==> src/rtl/matvec_exec_seq.sv <==
// matvec_exec_seq
//   Execution sequencer and MAC lane array for the matrix-vector path.
//   A single start pulse streams K elements out of N A-row FIFOs and one
//   B FIFO. The broadcast B element is multiply-accumulated into N lanes,
//   and the result is flagged valid when the pass completes. FIFO underrun
//   stalls issue; each blocked cycle is counted in o_stall_cnt.
//
//   Optional build macro: MATVEC_SAT_ACC_EN
//     When defined, lane accumulation clamps at all-ones instead of wrapping.
//
// Ports
//   clk, rst_n          clock, synchronous active-low reset
//   i_start, i_accum    begin a pass (IDLE only); keep (1) / clear (0) accumulators
//   i_a_empty[N]        A FIFO empty flags
//   i_b_empty           B FIFO empty flag
//   i_a_rdata           A FIFO data, lane i at [i*DATA_WIDTH +: DATA_WIDTH]
//   i_b_rdata           B FIFO data
//   o_a_rden[N]         A FIFO read enables (all bits identical)
//   o_b_rden            B FIFO read enable
//   o_c_out             live accumulators, lane i at [i*ACC_WIDTH +: ACC_WIDTH]
//   o_busy              pass in progress (RUN/DRAIN/DONE)
//   o_done              one-cycle pass-complete pulse
//   o_c_valid           results valid, from done until next accepted start
//   o_stall_cnt         blocked-read cycles in the current pass (saturating)
//
// state | meaning
// IDLE  | waiting for start
// RUN   | issuing FIFO reads, accumulating data read the cycle before
// DRAIN | final accumulate of the last element read
// DONE  | done pulse, results valid

module matvec_exec_seq #(
  parameter int DATA_WIDTH = 8,
  parameter int N          = 8,
  parameter int K          = 8,
  parameter int ACC_WIDTH  = 24
) (
  input  logic                    clk,
  input  logic                    rst_n,
  input  logic                    i_start,
  input  logic                    i_accum,
  input  logic [N-1:0]            i_a_empty,
  input  logic                    i_b_empty,
  input  logic [N*DATA_WIDTH-1:0] i_a_rdata,
  input  logic [DATA_WIDTH-1:0]   i_b_rdata,
  output logic [N-1:0]            o_a_rden,
  output logic                    o_b_rden,
  output logic [N*ACC_WIDTH-1:0]  o_c_out,
  output logic                    o_busy,
  output logic                    o_done,
  output logic                    o_c_valid,
  output logic [15:0]             o_stall_cnt
);

  localparam int CW = $clog2(K + 1);
  localparam int PW = 2 * DATA_WIDTH;

  typedef enum logic [1:0] {
    S_IDLE  = 2'd0,
    S_RUN   = 2'd1,
    S_DRAIN = 2'd2,
    S_DONE  = 2'd3
  } state_t;

  state_t         r_state;
  state_t         w_state_nxt;
  logic [CW-1:0]  r_issue;
  logic           r_valid_q;
  logic [15:0]    r_stall_cnt;
  logic           r_c_valid;
  logic           w_issue_lt_k;
  logic           w_fire;
  logic           w_last;
  logic           w_accept;
  logic           w_clear;

  always_comb begin
    w_state_nxt  = r_state;
    w_issue_lt_k = (r_issue < CW'(K));
    w_fire       = 1'b0;
    w_last       = 1'b0;
    w_accept     = 1'b0;
    case (r_state)
      S_IDLE: begin
        w_accept = i_start;
        if (i_start) w_state_nxt = S_RUN;
      end
      S_RUN: begin
        w_fire = w_issue_lt_k & ~|i_a_empty & ~i_b_empty;
        // Leave RUN on the edge where the K-th read is issued.
        w_last = w_fire & (r_issue == CW'(K - 1));
        if (w_last) w_state_nxt = S_DRAIN;
      end
      S_DRAIN: w_state_nxt = S_DONE;
      S_DONE:  w_state_nxt = S_IDLE;
      default: w_state_nxt = S_IDLE;
    endcase
  end

  assign w_clear     = w_accept & ~i_accum;
  assign o_a_rden    = {N{w_fire}};
  assign o_b_rden    = w_fire;
  assign o_busy      = (r_state != S_IDLE);
  assign o_done      = (r_state == S_DONE);
  assign o_c_valid   = r_c_valid;
  assign o_stall_cnt = r_stall_cnt;

  always_ff @(posedge clk) begin
    if (!rst_n) r_state <= S_IDLE;
    else        r_state <= w_state_nxt;
  end

  always_ff @(posedge clk) begin
    if (!rst_n) begin
      r_issue     <= '0;
      r_valid_q   <= 1'b0;
      r_stall_cnt <= '0;
      r_c_valid   <= 1'b0;
    end else begin
      // Data read this cycle lands on the FIFO outputs at this edge and is
      // consumed one edge later.
      r_valid_q <= w_fire;
      if (w_accept) begin
        r_issue     <= '0;
        r_stall_cnt <= '0;
        r_c_valid   <= 1'b0;
      end else begin
        if (w_fire) r_issue <= r_issue + CW'(1);
        if ((r_state == S_RUN) && w_issue_lt_k && !w_fire && (r_stall_cnt != 16'hFFFF))
          r_stall_cnt <= r_stall_cnt + 16'd1;
        // Set on the DRAIN edge so c_valid rises together with done.
        if (r_state == S_DRAIN) r_c_valid <= 1'b1;
      end
    end
  end

  for (genvar g = 0; g < N; g++) begin : g_lane
    logic [ACC_WIDTH-1:0] r_acc;
    logic [PW-1:0]        w_prod;
    logic [ACC_WIDTH-1:0] w_next;

    assign w_prod = PW'(i_a_rdata[g*DATA_WIDTH +: DATA_WIDTH]) * PW'(i_b_rdata);

`ifdef MATVEC_SAT_ACC_EN
    logic [ACC_WIDTH:0] w_sum;
    assign w_sum  = {1'b0, r_acc} + (ACC_WIDTH + 1)'(w_prod);
    // A clamped lane stays clamped: all-ones plus anything carries out again.
    assign w_next = w_sum[ACC_WIDTH] ? {ACC_WIDTH{1'b1}} : w_sum[ACC_WIDTH-1:0];
`else
    assign w_next = r_acc + ACC_WIDTH'(w_prod);
`endif

    always_ff @(posedge clk) begin
      if (!rst_n)         r_acc <= '0;
      else if (w_clear)   r_acc <= '0;
      else if (r_valid_q) r_acc <= w_next;
    end

    assign o_c_out[g*ACC_WIDTH +: ACC_WIDTH] = r_acc;
  end

endmodule

==> config.mk <==
export PLATFORM = sky130hd
export DESIGN_NAME = matvec_exec_seq
export DESIGN_NICKNAME = d
export VERILOG_FILES = /design/src/rtl/matvec_exec_seq.sv
export SDC_FILE = /design/constraint.sdc
export NUM_CORES = 2
export LEC_CHECK = 0
export CORE_ASPECT_RATIO = 0.6
export CORE_UTILIZATION = 30
export CTS_BUF_LIST = sky130_fd_sc_hd__clkbuf_4
export DETAILED_ROUTE_END_ITERATION = 16
export DONT_BUFFER_PORTS = 1
export PLACE_DENSITY = 0.51
export SYNTH_ARGS = -nofsm -noshare
export SYNTH_HDL_FRONTEND = slang
export SYNTH_SLANG_ARGS = --single-unit
==> constraint.sdc <==
create_clock -name clk -period 5.2 [get_ports clk]
set_clock_uncertainty 0.1 [all_clocks]
set_input_delay 0.52 -clock clk [delete_from_list [all_inputs] [get_ports clk]]
set_output_delay 0.52 -clock clk [all_outputs]
set_load 0.03 [all_outputs]
==> impl_metrics.ini <==
[run_status]
status = finished, violations left
violations = design-rule violations

[global_route]
grt_remaining_overflow = 0
grt_max_degree = 108
antenna_found_initial = 4
grt_pass1_vias = 23200
track_usage_pct = 17.80
grt_first_pass_wirelength_um = 139700

[placed_design]
gp_congestion = 0.8245
place_area_mm2 = 0.03186
place_hpwl_um = 66760
placed_cells = 4874
placement.io_buffers = 0
dpl_worst_slack_ns = 0.1058

[drt]
ant_nets = 0
drtIter0Drc = 1288
num_vias = 23670
wire_per_inst_um = 17.65
viasPerCell = 4.695
dr.pass1.iters = 11
drc_errors = 18
finalWirelength_um = 89010

[final_layout]
utilization_pct = 33.57
drive_above_1_share_pct = 5.760
layout_common_cells = inv_1 (791), fa_1 (400), nand2_1 (359)
final_cells = 5042
design_area_mm2 = 0.03315
mostFrequentLayoutCell = inv_1
layout.nets = 4485
synthToLayoutAreaGrowth_pct = 10.36

[cts]
htreeDepth = 3
clk_path_buf_depth = 3
clock-root-buffer = clkbuf_4
cts_setup_buffers = 0
cts.clk_slew.worst_paths_ns = 0.07
cts_buffers = 70
cts_tree = yes
cts.sinks = 216
clk_latency_ns = 0.96

[setup_path]
rr_startpoint = g_lane[3].r_acc[6]
critPathRequiredTime_ns = 5.92
setup.worst_path.end_class = register
critPathKind = register to register
cp.arrival_ns = 5.55
rr_worst_depth = 17
rr_endpoint = g_lane[3].r_acc[20]
worst-r2r-setup-slack_ns = 0.37
start_kind = register
worstPathMaxFanout = 6

[timing]
fin_crit_ns = 4.834
holdWs_ns = 0.1338
hold_violations = 0
worst_pin_slew_ns = 1.129
setup_violations = 0
final_max_slew_viol_count = 0
fin_crit_sh_pct = 92.96
finalSetupTns_ns = 0
rsz0062_at_grt = no
clock.fmax_mhz = 206.9
slew_headroom_pct = 24.51
setup_ws_ns = 0.3660

[yosys]
yosysUniqueCellTypes = 77
ys_warn_count = 0
synthCells = 3602
postSynthAreaPerCell_um2 = 8.341
synth_fp_nets = 4422
async_flop_share_pct = 0
synth.area.top_cells = fa_1 (27%), dfxtp_1 (14%), ha_1 (14%)
synth.cell_area_mm2 = 0.03004
dominantRegCellSynth = dfxtp_1
synth_edf_count = 0
synth_top_area_cell = fa_1
ys_seq_elements = 216
ys_seq_area_share_pct = 14.39
synth_top_area_share_pct = 26.65

[floorplanning]
start_util_pct = 30.42
dieArea_mm2 = 0.1015
rows = 89
die_height_um = 247.1
die_w_um = 410.5
core_mm2 = 0.09877
io_pins = 305

[pwr]
ir_worst_vdd_v = 0.0001355
total_power_mw = 9.106
p_leak_nw = 16.20
p_per_area_mw_per_mm2 = 274.7

[min_path]
hold_start = rst_n
min_path_type = input port to register
min_to = o_stall_cnt[4]
hold_depth = 2

[flow_run]
drv_cap = 0
## critical path, cell delays in order, from the launching register on
cell and delay [ns]:
dfxtp_1 0.33, inv_1 0.08, fa_1 0.54, inv_1 0.05
fa_1 0.49, inv_1 0.05, fa_1 0.46, fa_1 0.51
inv_1 0.04, ha_1 0.35, nand2_1 0.09, or3_1 0.33
o211a_1 0.22, o21bai_1 0.22, a31oi_1 0.19, buf_4 0.21
or3_1 0.30, a21oi_1 0.15
## kinds of logic after synthesis
group / synth area share, %
XOR/XNOR: 2.245
multiplexers: 2.270
buffers and inverters: 11.61
adder cells (fa/ha/maj): 40.61
flip-flops: 14.39
AO/OA/AOI/OAI: 10.67
AND/OR/NAND/NOR: 18.21
## sequential cells by signal (all words and copies together), names as in the netlist
name          flops
o_stall_cnt      16
r_state           2
g_lane.r_acc    192
o_c_valid         1
r_issue           4
r_valid_q         1
## Yosys cell counts, drive strengths merged, types with 4 or more instances
library cell and n:
ha 335, nand2b 13, and4 11, nand2 360, dfxtp 216, and3 33
and2 283, nor2 168, nand3b 6, xnor2 41, nor2b 19, a31oi 9
mux2i 67, o31ai 14, nand4 21, nor4 15, nand3 70, a2111oi 4
inv 793, clkbuf 104, or3 36, a21o 44, a21boi 7, a41oi 5
or4 14, buf 24, fa 400, o41ai 8, a21oi 131, a211oi 32
o21a 29, o311ai 5, xor2 36, o21bai 11, o22ai 10, o211ai 20
nor3 40, o21ai 119, a311oi 6
## where the power goes
group	switching, mW	leakage, nW	internal, mW
Clock	0.980	0.515	0.945
Sequential	0.0433	1.74	1.67
Combinational	3.16	13.9	2.31
## worst max path at each step
stage | startpoint | endpoint | slack, ns | cells past startpoint
global route | g_lane[3].r_acc[7] | g_lane[3].r_acc[20] | 0.04 | 17
CTS | g_lane[3].r_acc[7] | g_lane[3].r_acc[23] | 0.21 | 17
detailed placement | i_b_rdata[2] | g_lane[3].r_acc[23] | 0.11 | 17
global placement | i_b_rdata[2] | g_lane[3].r_acc[23] | 0.12 | 17
finish | g_lane[3].r_acc[6] | g_lane[3].r_acc[20] | 0.37 | 17
floorplan | i_b_rdata[3] | g_lane[2].r_acc[15] | -0.009 | 17
## timing repair
action | in CTS | in global routing
gates resized for setup | 0 | 2
endpoints found under the hold margin | 97 | 0
setup endpoints to repair | 0 | 3
hold buffers | 38 | 0
## per-layer routing
| layer | vias to the layer above | global-route usage (%) | part of all wire (%) |
|---|---|---|---|
| met3 | 87 | 5.478 | 7.1 |
| li1 | 11590 | - | - |
| met4 | 0 | 4.346 | 2.1 |
| met1 | 11540 | 25.56 | 49 |
| met2 | 456 | 25.60 | 41 |
| met5 | - | 0 | 0 |
## layout make-up
cell class	count	area, µm²
Tap cell	1319	1650
Antenna cell	8	20.02
Fill cell	10430	65620
Sequential cell	216	4328
Timing Repair Buffer	119	1021
Multi-Input combinational cell	2465	22280
Clock buffer	95	713.2
Inverter	793	2979
Clock inverter	27	166.4
Note: power is estimated with default switching activity, not from simulation.
